$ cat config.mk
export PLATFORM = sky130hd
export DESIGN_NAME = drm_32x4096_arb
export DESIGN_NICKNAME = d
export VERILOG_FILES = /design/src/rtl/drm_32x4096_arb.sv
export SDC_FILE = /design/constraint.sdc
export NUM_CORES = 1
export LEC_CHECK = 0
export ABC_AREA = 1
export CAP_MARGIN = 15
export CORE_MARGIN = 2
export CORE_UTILIZATION = 39
export CTS_CLUSTER_DIAMETER = 30
export CTS_CLUSTER_SIZE = 28
export DETAILED_ROUTE_END_ITERATION = 10
export PLACE_DENSITY_LB_ADDON = 0.1
export SETUP_SLACK_MARGIN = 0.02
export SLEW_MARGIN = 20
export SYNTH_ARGS = -nofsm -noshare
export SYNTH_HDL_FRONTEND = slang
export SYNTH_SLANG_ARGS = --single-unit
$ cat constraint.sdc
create_clock -name clk -period 2 [get_ports clk]
set_clock_uncertainty 0.15 [all_clocks]
set_input_delay 0.4 -clock clk [delete_from_list [all_inputs] [get_ports clk]]
set_output_delay 0.4 -clock clk [all_outputs]
set_load 0.1 [all_outputs]
$ cat src/rtl/drm_32x4096_arb.sv
// Two-requester arbiter for a 32x4096 simple dual-port RAM.
// Round-robin write and read ports with write-first forwarding.
module drm_32x4096_arb #(
  parameter int ADDR_WIDTH = 12,
  parameter int DATA_WIDTH = 32
) (
  input  logic                    clk,
  input  logic                    rst,
  input  logic [1:0]              wreq_valid,
  output logic [1:0]              wreq_ready,
  input  logic [2*ADDR_WIDTH-1:0] wreq_addr,
  input  logic [2*DATA_WIDTH-1:0] wreq_data,
  input  logic [1:0]              rreq_valid,
  output logic [1:0]              rreq_ready,
  input  logic [2*ADDR_WIDTH-1:0] rreq_addr,
  output logic [1:0]              rsp_valid,
  output logic [DATA_WIDTH-1:0]   rsp_data,
  output logic                    ram_wr_en,
  output logic [ADDR_WIDTH-1:0]   ram_wr_addr,
  output logic [DATA_WIDTH-1:0]   ram_wr_data,
  output logic [ADDR_WIDTH-1:0]   ram_rd_addr,
  input  logic [DATA_WIDTH-1:0]   ram_rd_data
);

  logic                  r_wptr;
  logic                  r_rptr;
  logic [1:0]            r_rsp_valid;
  logic                  r_coll;
  logic [DATA_WIDTH-1:0] r_coll_data;
  logic [ADDR_WIDTH-1:0] r_rd_addr;
  logic [DATA_WIDTH-1:0] r_rsp_hold;

  logic [1:0]            w_wgnt;
  logic [1:0]            w_rgnt;
  logic [ADDR_WIDTH-1:0] w_waddr0;
  logic [ADDR_WIDTH-1:0] w_waddr1;
  logic [DATA_WIDTH-1:0] w_wdata0;
  logic [DATA_WIDTH-1:0] w_wdata1;
  logic [ADDR_WIDTH-1:0] w_raddr0;
  logic [ADDR_WIDTH-1:0] w_raddr1;
  logic [ADDR_WIDTH-1:0] w_rsel;
  logic                  w_coll;
  logic                  w_rsp_live;

  assign w_waddr0 = wreq_addr[ADDR_WIDTH-1:0];
  assign w_waddr1 = wreq_addr[2*ADDR_WIDTH-1:ADDR_WIDTH];
  assign w_wdata0 = wreq_data[DATA_WIDTH-1:0];
  assign w_wdata1 = wreq_data[2*DATA_WIDTH-1:DATA_WIDTH];
  assign w_raddr0 = rreq_addr[ADDR_WIDTH-1:0];
  assign w_raddr1 = rreq_addr[2*ADDR_WIDTH-1:ADDR_WIDTH];

  // Write grant: pointer breaks ties, nothing granted in reset.
  always_comb begin
    w_wgnt = 2'b00;
    if (!rst) begin
      unique case (wreq_valid)
        2'b01:   w_wgnt = 2'b01;
        2'b10:   w_wgnt = 2'b10;
        2'b11:   w_wgnt = r_wptr ? 2'b10 : 2'b01;
        default: w_wgnt = 2'b00;
      endcase
    end
  end

  // Read grant: same rule with its own pointer.
  always_comb begin
    w_rgnt = 2'b00;
    if (!rst) begin
      unique case (rreq_valid)
        2'b01:   w_rgnt = 2'b01;
        2'b10:   w_rgnt = 2'b10;
        2'b11:   w_rgnt = r_rptr ? 2'b10 : 2'b01;
        default: w_rgnt = 2'b00;
      endcase
    end
  end

  assign wreq_ready = w_wgnt;
  assign rreq_ready = w_rgnt;

  assign ram_wr_en   = |w_wgnt;
  assign ram_wr_addr = w_wgnt[1] ? w_waddr1 : w_waddr0;
  assign ram_wr_data = w_wgnt[1] ? w_wdata1 : w_wdata0;

  // Read address is held between grants so the RAM port stays quiet.
  assign w_rsel      = w_rgnt[1] ? w_raddr1 : w_raddr0;
  assign ram_rd_addr = (|w_rgnt) ? w_rsel : r_rd_addr;

  assign w_coll = (|w_rgnt) & (|w_wgnt) & (w_rsel == ram_wr_addr);

  // Round-robin pointers: the requester just served loses priority.
  always_ff @(posedge clk) begin
    if (rst) begin
      r_wptr <= 1'b0;
      r_rptr <= 1'b0;
    end else begin
      if (|w_wgnt) r_wptr <= w_wgnt[0];
      if (|w_rgnt) r_rptr <= w_rgnt[0];
    end
  end

  // Response strobe, collision capture and read-address hold.
  always_ff @(posedge clk) begin
    if (rst) begin
      r_rsp_valid <= 2'b00;
      r_coll      <= 1'b0;
      r_coll_data <= '0;
      r_rd_addr   <= '0;
    end else begin
      r_rsp_valid <= w_rgnt;
      r_coll      <= w_coll;
      r_coll_data <= ram_wr_data;
      r_rd_addr   <= ram_rd_addr;
    end
  end

  // A pending response is dropped as soon as reset is seen.
  assign rsp_valid  = r_rsp_valid & {2{~rst}};
  assign w_rsp_live = |rsp_valid;

  assign rsp_data = !w_rsp_live ? r_rsp_hold :
                    r_coll      ? r_coll_data : ram_rd_data;

  // Last presented read data, shown while no response is live.
  always_ff @(posedge clk) begin
    if (rst) r_rsp_hold <= '0;
    else     r_rsp_hold <= rsp_data;
  end

endmodule
==> results of run 1 <==
## Yosys cell counts
cell type	count	area (µm²)
nor2_1	81	304
inv_1	149	559
nand3_1	17	85.1
buf_1	4	15.0
buf_4	2	15.0
o21ai_0	78	390
clkbuf_2	1	5.00
a21oi_1	6	30.0
buf_2	7	35.0
nor2_8	1	20.0
clkbuf_1	18	67.6
or2_2	22	138
nor2_4	1	11.3
or2_1	10	62.6
nand2_1	164	616
o211ai_1	32	240
nand3b_1	5	37.5
o21ai_1	8	40.0
inv_2	2	7.51
buf_6	6	67.6
nand2_4	2	22.5
dfxtp_1	81	1620
nand2_2	3	18.8
o31ai_1	1	7.51
## kinds of logic after synthesis
| family | synth area share |
|---|---|
| AO/OA/AOI/OAI | 0.160 |
| buffers and inverters | 0.175 |
| flip-flops | 0.367 |
| AND/OR/NAND/NOR | 0.298 |
## through the flow
step | worst slack (ns) | TNS [ns] | cells | area, µm² | hold WS (ns)
detailed placement | -0.677 | -48.88 | 1144 | 8990 | 0.348
global placement | -0.574 | -44.17 | 1144 | 8990 | 0.328
floorplan | -0.240 | -4.26 | 701 | 4860 | 0.316
==> key figures, run 1 <==
Placed design
  – Port Buffers: 244
  – Final Wtd Congestion: 0.904
  – Hpwl dp: ~13 mm

CTS
  – CTS root buf: clkbuf_16
  – CTS Buf Count: 9
  – Clock sinks: between 80 and 90
  – Htree depth: 3
  – Post_cts resized: 239
  – # hold bufs at CTS: 0
  – Clock tree buffer depth: 2
  – Setup bufs post-CTS: between 60 and 70

Floorplan
  – Die span in y: roughly 110 µm
  – Rows: 38
  – Initial Utilization: 0.404
  – Die X: approximately 110 µm
  – IO Pins: 245

Synth
  – Sequential share of the synthesized area: 0.367
  – Synth cell types: 24
  – Yosys warns: 0
  – Avg Inst Size Synth: between 6 and 7 µm²
  – Post-Syn Area: 4420 µm²
  – Seq cells post-synth: 81
  – Mapped Cells: 701
  – Syn nets: 851

Run status
  – Outcome: did not finish
  – Err: [ERROR DPL-0033] detailed placement checks failed during check placement.
  – Stopped at: 4_1_cts
==> inputs of run 2 (changes only) <==
--- a/config.mk
+++ b/config.mk
@@ -8,12 +8,9 @@
 export ABC_AREA = 1
 export CAP_MARGIN = 15
 export CORE_MARGIN = 2
-export CORE_UTILIZATION = 39
-export CTS_CLUSTER_DIAMETER = 30
-export CTS_CLUSTER_SIZE = 28
+export CORE_UTILIZATION = 35
 export DETAILED_ROUTE_END_ITERATION = 10
-export PLACE_DENSITY_LB_ADDON = 0.1
-export SETUP_SLACK_MARGIN = 0.02
+export PLACE_DENSITY_LB_ADDON = 0.15
 export SLEW_MARGIN = 20
 export SYNTH_ARGS = -nofsm -noshare
 export SYNTH_HDL_FRONTEND = slang
==> key figures, run 2 <==
Pwr
  – P_leak: between 5 and 6 nW
  – P per Cell Area: 696 nW/µm²
  – Psw: between 3 and 4 mW
  – Max VDD drop: 0.494 mV
  – Power share of the clock group: 0.223
  – Switching share of power: 0.420
  – Total power: between 8 and 9 mW
  – Sequential Power Share: 0.221
  – P_int: 4.72 mW
  – Combinational Power Share: 0.556

Synth
  – Most area-consuming cells after synthesis: dfxtp_1, nand2_1, inv_1
  – Cell with the most instances after synthesis: nand2_1
  – Synth cell types: 24
  – Post-synth top area cell: dfxtp_1
  – Post-synth top cells: nand2_1, inv_1, dfxtp_1, nor2_1, o21ai_0
  – Synth Flop Type: dfxtp_1
  – Area share of fa/ha/maj cells after synthesis: 0
  – Number of synthesized flops with an enable pin: 0
  – Synth Area in Compound Gates: 0.160
  – Avg Inst Size Synth: about 6.3 µm²
  – Post-Syn Area: 4420 µm²
  – Yosys warns: 0
  – Sequential share of the synthesized area: 0.367
  – Syn nets: 851
  – Mapped Cells: 701
  – XOR/XNOR Fraction of Synth Area: 0
  – Post-Synth Simple-Gate Area: 0.298
  – Largest family of logic cells by synthesized area: simple AND/OR/NAND/NOR gates
  – Seq cells post-synth: 81
  – Top-area cell type share of the netlist area: 0.367
  – Multiplexer area fraction after synthesis: 0
  – Post-synth ARST share: 0

Layout
  – Final core occ: 0.936
  – Nets: 1306
  – Layout cells sized above 1: 0.551
  – Most frequent cells in the layout: buf_4, clkdlybuf4s50_1, buf_12
  – Biggest regs: r_coll_data (32), r_rsp_hold (32), r_rd_addr (12)
  – Area grow syn2layout: 164%
  – Design area: 11700 µm²
  – # diodes: 0
  – Commonest non-fill, non-tap cell in the layout: buf_4
  – Layout Cells excl Fill: about 1300

Floorplan
  – Die area: 13500 µm²
  – Rows: around 40
  – Initial Utilization: 0.354
  – IO Pins: 245
  – Die span in y: 116 µm
  – Die X: 116 µm
  – Core Footprint: ~12000 µm²

Detailed routing
  – Vias per inst: 5.24
  – DRC viols: 0
  – DRT Pass-1 Iters: 5
  – Routed Antenna Nets: 0
  – WL/cell: 20.8 µm
  – DRT iter0 DRCs: ~500
  – Drt total wl: 27.8 mm
  – Vias: 6983

Placed design
  – Placed Cells: 1178
  – Port Buffers: 244
  – DP Area: 8960 µm²
  – Final Wtd Congestion: 0.923
  – Hpwl dp: 12.0 mm

STA
  – Slew margin rel.: 0.737
  – RSZ-0062 raised after global routing: true
  – Setup WS post-layout: -0.367 ns
  – Fin crit period: 2.37 ns
  – Final hold slack: roughly 0.25 ns
  – Final period util: 1.18
  – Final Setup Violations: 92
  – Worst Tran Pin Value: approximately 0.39 ns
  – Slew Viols, Final: 0
  – Final hold vios: 0
  – Max frequency: 0.423 GHz

CTS
  – # hold bufs at CTS: 0
  – Htree depth: 3
  – CTS root buf: clkbuf_16
  – Clock slew at reported path FFs: 0.07 ns
  – Clock sinks: 81
  – CTS Buf Count: 9
  – CTS tree: done
  – Clk_lat worst skew: between 0.3 and 0.4 ns
  – Clock tree buffer depth: 2

Global routing
  – Overall Global Routing Usage: 0.330
  – First-pass GRT wire length: 34.1 mm
  – Gr ovfl total: 0
  – Largest net degree at the start of global routing: 39
  – Vias in the first global route: between 6000 and 7000
  – Antenna violations before repair: 0

Setup path
  – Worst EP required: 1.45 ns
  – Crit path kind: flop to primary output
  – Top delay family on crit path: buffers and inverters
  – Crit path capture type: primary output
  – WP data arrival: 1.82 ns
  – WP buf/inv: 5
  – Critical-path top delay cell: dfxtp_2
  – Worst stage delay on the critical path: between 0.3 and 0.4 ns
  – Critical-path cell list: inv_2, nand2_4, nand2_8, inv_8, buf_12, or2_2, o21ai_2, inv_2, buf_12
  – Startpoint types: flop
  – Critical path peak fanout: 16

Run status
  – Failing checks: negative setup slack
  – Outcome: finished, violations left

Job
  – MaxCap Viol Count: 0

Min path
  – Worst Hold Class: input pin to flop
[run 2: area by class of cell]
| cell class | count | area (µm²) |
|---|---|---|
| Multi-Input combinational cell | 432 | 3100 |
| Tap cell | 172 | 215 |
| Inverter | 151 | 731 |
| Clock buffer | 9 | 225 |
| Sequential cell | 81 | 1630 |
| Timing Repair Buffer | 481 | 5670 |
| Fill cell | 393 | 792 |
| Clock inverter | 7 | 95.1 |
[run 2: cells by family after synthesis]
kind of cell / count (synthesis)
and+or+nand+nor: 306
DFF: 81
AOI/OAI and AO/OA: 125
buffers and inverters: 189
[run 2: final timing paths]
| kind | startpoint | end | slack (ns) | depth (start not counted) |
|---|---|---|---|---|
| worst max register to register | r_rptr | r_coll | -0.19 | 16 |
| worst min-delay path | rst | r_rptr | 0.25 | 3 |
| worst min register to register | r_rsp_hold[10] | r_rsp_hold[10] | 0.37 | 2 |
| worst max-delay path | r_wptr | ram_wr_data[23] | -0.37 | 9 |
[run 2: power by group through the flow]
stage / clock (mW) / sequential, mW / combinational [mW]
3_5_place_dp: 0 / 1.80 / 3.63
5_1_grt: 1.88 / 1.80 / 4.64
4_1_cts: 1.78 / 1.78 / 4.11
6_report: 1.81 / 1.79 / 4.52
2_1_floorplan: 0 / 1.79 / 2.09
3_3_place_gp: 0 / 1.79 / 3.60
[run 2: routing by layer]
| metal | global-route usage | wire length, µm | part of all wire |
|---|---|---|---|
| met1 | 0.353 | 9350 | 0.34 |
| met3 | 0.0685 | 2370 | 0.085 |
| met4 | 0.152 | 1740 | 0.063 |
| met2 | 0.617 | 14300 | 0.52 |
| met5 | 0 | 0 | 0 |
[run 2: through the flow]
stage	setup TNS, ns	setup slack, ns
2_1_floorplan	-4.27	-0.240
3_3_place_gp	-42.07	-0.581
3_5_place_dp	-45.87	-0.605
4_1_cts	-12.25	-0.275
5_1_grt	-21.79	-0.399
6_report	-18.46	-0.367
[run 2: repair_timing]
action	in CTS	in global routing
buffers inserted	80	53
cloned	18	4
setup endpoints to repair	94	91
pin swaps	36	49
resized for setup	238	106
[run 2: worst register-to-register path: stages, from the launching register on]
cell and delay [ns]:
dfxtp_2 0.34, inv_2 0.05, nand2_4 0.14, nand2_8 0.11
buf_8 0.17, buf_6 0.13, clkinvlp_4 0.10, buf_4 0.11
buf_6 0.09, nand2_1 0.05, nand2_1 0.08, nand2_1 0.07
nand2_1 0.09, nand2_1 0.07, nor2_1 0.14, nand2_1 0.08
nor2_2 0.13
No activity file was read; power rests on OpenSTA's default activity.
==> inputs of run 3 (changes only) <==
--- a/config.mk
+++ b/config.mk
@@ -9,6 +9,7 @@
 export CAP_MARGIN = 15
 export CORE_MARGIN = 2
 export CORE_UTILIZATION = 35
+export CTS_CLUSTER_DIAMETER = 120
 export DETAILED_ROUTE_END_ITERATION = 10
 export PLACE_DENSITY_LB_ADDON = 0.15
 export SLEW_MARGIN = 20
==> results of run 3 <==
The final DEF is identical to that of run 2; final timing and power are the same.
==> inputs of run 4 (changes only) <==
--- a/config.mk
+++ b/config.mk
@@ -12,7 +12,7 @@
 export CTS_CLUSTER_DIAMETER = 120
 export DETAILED_ROUTE_END_ITERATION = 10
 export PLACE_DENSITY_LB_ADDON = 0.15
-export SLEW_MARGIN = 20
+export SLEW_MARGIN = 0
 export SYNTH_ARGS = -nofsm -noshare
 export SYNTH_HDL_FRONTEND = slang
 export SYNTH_SLANG_ARGS = --single-unit
==> results of run 4 <==
The final DEF is identical to that of run 2; final timing and power are the same.
==> edit 1: new RTL, settings of run 2 <==
Change the parameter `ADDR_WIDTH` from 12 to 13.
--- a/src/rtl/drm_32x4096_arb.sv
+++ b/src/rtl/drm_32x4096_arb.sv
@@ -1,7 +1,7 @@
 // Two-requester arbiter for a 32x4096 simple dual-port RAM.
 // Round-robin write and read ports with write-first forwarding.
 module drm_32x4096_arb #(
-  parameter int ADDR_WIDTH = 12,
+  parameter int ADDR_WIDTH = 13,
   parameter int DATA_WIDTH = 32
 ) (
   input  logic                    clk,
Interface: changed (resized ram_rd_addr, ram_wr_addr, rreq_addr and wreq_addr); port bits go from 245 to 251. No check against the original RTL was run, so the function may have changed too.
==> edit 1 against run 2 <==
The run still ends with negative setup slack left. Highest routed layer unchanged. Die area is 3.7% higher. Worst setup slack about the same. Power is 4.0% higher. Cell area rose by 2.0%. Sequential share of layout area shrank 0.12 points. Area after synthesis is 3.8% higher. Routed wire length increased by 13%. Critical endpoint is now rsp_data[0]. Sequential cell count is 1 higher.
==> edit 1: results (changes against run 2) <==
The worst-case setup slack after placement came out at -0.806 ns (-0.201 ns). The total routing usage reported by global routing came out at 31.8% (-1.1 points). The number of antenna violations at the first check in global routing came out at 2 (+2). The instance count of the mapped netlist is 739 (+5.4%).

The clock network contribution to total cell area came out at 2.69% (-0.052 points). The launching element of the worst setup path is r_rsp_valid[1]$_SDFF_PP0_. The number of placed instances with taps included is 1223 (+3.8%).

The run finished, with violations left. The post-layout worst setup margin came out at -0.366 ns (+0.000406 ns). The post-synthesis sequential area ratio was 35.8% (-0.91 points). The combinational power share came out at 56.0% (+0.4 points).

The post-detailed-placement cell area is 0.00930 sq mm (+3.7%). The top fanout value on the critical path came out at 7 (-9). The global-route wire length before repair is 35.1 mm (+2.8%). The total number of sequential cells was 82 (+1.2%).

The met3 track demand over resource in global routing came out at 7.09% (+0.24 points). The clock insertion delay at the later pin of the skew report came out at 0.36 ns (+0.02 ns). The share of post-route cells with drive strength above 1 is 51.6% (-3.5 points). The average wire per cell in the routed design is 22.7 um (+9.1%). The count of cells resized by post-cts repair is 203 (-15%). The path with the worst hold slack has its endpoint at r_wptr$_SDFFE_PP0P_.

In the final layout, the registers with the most flip-flops are r_coll_data (32), r_rsp_hold (32), r_rd_addr (13). The post-layout instance area is 0.0119 sq mm (+2.0%). The fraction of cell area in non-clock buffers came out at 48.9% (+0.26 points). The switching power summed over all nets came to 0.00358 W (+5.0%). The count of inverters not on the clock network in the layout came to 152 (+0.66%). The maximum single-stage delay on the critical path came out at 0.37 ns (+0.04 ns).

The count of endpoints failing setup in the final report is 94 (+2.2%). The count of clock-net buffers in the final layout came out at 11 (+2). The fraction of standard cell area in multi-input logic came to 26.5% (-0.11 points). The critical register-to-register path startpoint is r_wptr$_SDFFE_PP0P_.

The number of ordinary and repair buffers in the finished layout is 490 (+1.9%). The post-CTS repair timing setup buffer count was 67 (-16%). Sorting the synthesized cells by area gives the leading types as sky130_fd_sc_hd__dfxtp_1 36%, sky130_fd_sc_hd__nand2_1 16%, sky130_fd_sc_hd__inv_1 12%.

The worst voltage drop across the vdd grid is 0.000562 V (+14%). The final reports fail on negative setup slack. The depth of the worst register-to-register path came out at 15 (-1). The estimated wirelength of the detail-placed design came out at 12.7 mm (+6.0%). The count of routing violations after the opening detailed-route iteration came out at 689 (+37%). The actual transition at the worst max-transition pin came out at 0.592 ns (+0.197 ns).

The number of nets in the synthesized netlist came to 893 (+4.9%).
-- edit 1: cell count changes in the layout (fill, tap and decap cells not counted), sizes merged, moves of 5 or more --
| cell | before | now |
|---|---|---|
| clkdlybuf4s50 | 138 | 148 |
| clkinvlp | 8 | 14 |
| nand2 | 170 | 197 |
| inv | 144 | 137 |
| clkbuf | 13 | 18 |
| dlygate4sd2 | 7 | 1 |
| nand3b | 5 | 10 |
-- edit 1: per-layer routing --
| metal | vias to the layer above | wire, um |
|---|---|---|
| li1 | 3177 | - |
| met1 | 3498 | 10600 |
| met2 | 553 | 15400 |
| met3 | 205 | 2720 |
| met4 | 0 | 2640 |
| met5 | - | 0 |
-- edit 1: cell families after synthesis --
kind of cell / count (synthesis) / synth area share, %
AND/OR/NAND/NOR: 337 / 31.4
buffers and inverters: 193 / 16.9
AO/OA/AOI/OAI: 127 / 15.9
flip-flops: 82 / 35.8
==> edit 2: new RTL, config.mk and constraints of run 2 <==
Made on the original files. `r_rd_addr` no longer has a reset.
--- a/src/rtl/drm_32x4096_arb.sv
+++ b/src/rtl/drm_32x4096_arb.sv
@@ -105,13 +105,15 @@
       r_rsp_valid <= 2'b00;
       r_coll      <= 1'b0;
       r_coll_data <= '0;
-      r_rd_addr   <= '0;
     end else begin
       r_rsp_valid <= w_rgnt;
       r_coll      <= w_coll;
       r_coll_data <= ram_wr_data;
-      r_rd_addr   <= ram_rd_addr;
     end
+  end
+
+  always_ff @(posedge clk) begin
+    r_rd_addr <= ram_rd_addr;
   end
 
   // A pending response is dropped as soon as reset is seen.
Behaviour: differs if rst is asserted again (counterexample within 4 cycles, from zero or initial values and one cycle with rst high); with rst held inactive, the same outputs for 10 cycles.
==> edit 2 against run 2 <==
The flow still finishes with violations (negative setup slack). Register-to-register slack worse by 0.07 ns. Cell area rose by 1.3%. Non-clock buffer count decreased by 25. Sequential cell count did not move. Power increased by 5.5%. Critical path type unchanged. Worst setup slack got worse by 0.045 ns. Routed wire length up 31%. Area after synthesis decreased by 1.3%.
==> edit 2: results (changes against run 2) <==
The number of vias per cell after detailed routing was 5.91 (+13%). The global routing met2 resource utilization was 70.8% (+9.1 points). The checks that failed: negative setup slack.

Ranked by instance count, the synthesized netlist is headed by 161 x sky130_fd_sc_hd__nand2_1, 139 x sky130_fd_sc_hd__inv_1, 81 x sky130_fd_sc_hd__dfxtp_1, 79 x sky130_fd_sc_hd__o21ai_0, 71 x sky130_fd_sc_hd__nor2_1. The count of cells resized by post-cts repair is 268 (+13%). The final setup TNS came to -22.50 ns (-4.04 ns). In the post-synthesis netlist, the biggest area contributors are sky130_fd_sc_hd__dfxtp_1 37%, sky130_fd_sc_hd__nand2_1 14%, sky130_fd_sc_hd__inv_1 12%.

The worst-case setup slack after placement is -0.674 ns (-0.0692 ns). The post-layout worst setup margin came to -0.412 ns (-0.0455 ns). The cell family contributing the most delay on the critical path is simple AND/OR/NAND/NOR gates. The pin count of the biggest net entering global routing came out at 67 (+72%). The post-detailed-placement cell area came out at 0.00894 sq mm (-0.25%).

The worst voltage drop across the vdd grid is 0.000579 V (+17%). The global-route met1 utilization is 38.3% (+3.0 points). The met3 track demand over resource in global routing came out at 11.8% (+4.9 points). The number of nets in the synthesized netlist came out at 833 (-2.1%). The data arrival at the endpoint of the critical path is 1.86 ns (+0.04 ns). The number of inserted filler cells in the final layout is 146 (-63%). The length of routed met2 wiring is 16.7 mm (+17%). The complex-gate fraction of the synthesized area is 16.0% (about the same). The average wire per cell in the routed design is 28.1 um (+35%). The remaining max-slew budget at the tightest pin is 61.1% (-13 points). The run finished, with violations left.

The number of different library cells in the post-synthesis netlist is 30 (+25%). The area used by sequential logic in the layout came out at 0.00163 sq mm (+0.15%). The share of post-route cells with drive strength above 1 was 55.8% (+0.70 points). The met1 routed wirelength after detailed routing came out at 11.2 mm (+19%). The via total after detailed routing is 7670 (+9.8%).

The count of endpoints failing setup in the final report was 93 (+1.1%). The average size of a mapped cell is 6.38 sq um (+1.3%). The number of global-route vias before repair was 7306 (+12%). The post-synthesis sequential area ratio came out at 37.2% (+0.47 points). The total routing usage reported by global routing was 39.2% (+6.2 points).
==> edit 2: report_power, final <==
group,internal [W],leakage [nW],switching (W)
Clock,0.00111,0.153,0.000830
Sequential,0.00175,0.675,0.000107
Combinational,0.00191,4.78,0.00286
==> edit 2: area by class of cell <==
type / count / area share (%)
Timing Repair Buffer: 456 / 46.7
Multi-Input combinational cell: 428 / 29.0
Sequential cell: 81 / 13.8
Inverter: 140 / 5.50
Clock buffer: 9 / 1.91
Tap cell: 168 / 1.78
Clock inverter: 7 / 0.857
Timing Repair inverter: 4 / 0.423
Antenna cell: 4 / 0.0847
==> edit 2: logic make-up after synthesis <==
group / Yosys count
simple gates: 303
buf+inv: 178
compound gates: 121
flops: 81
==> edit 2: final timing paths <==
check	slack (ns)	cells past startpoint	endpoint
worst min register to register	0.38	2	r_rd_addr[9]$_DFF_P_
worst max register to register	-0.26	12	r_coll$_SDFF_PP0_
worst max-delay path	-0.41	8	ram_wr_data[7]
worst min-delay path	0.23	3	r_wptr$_SDFFE_PP0P_
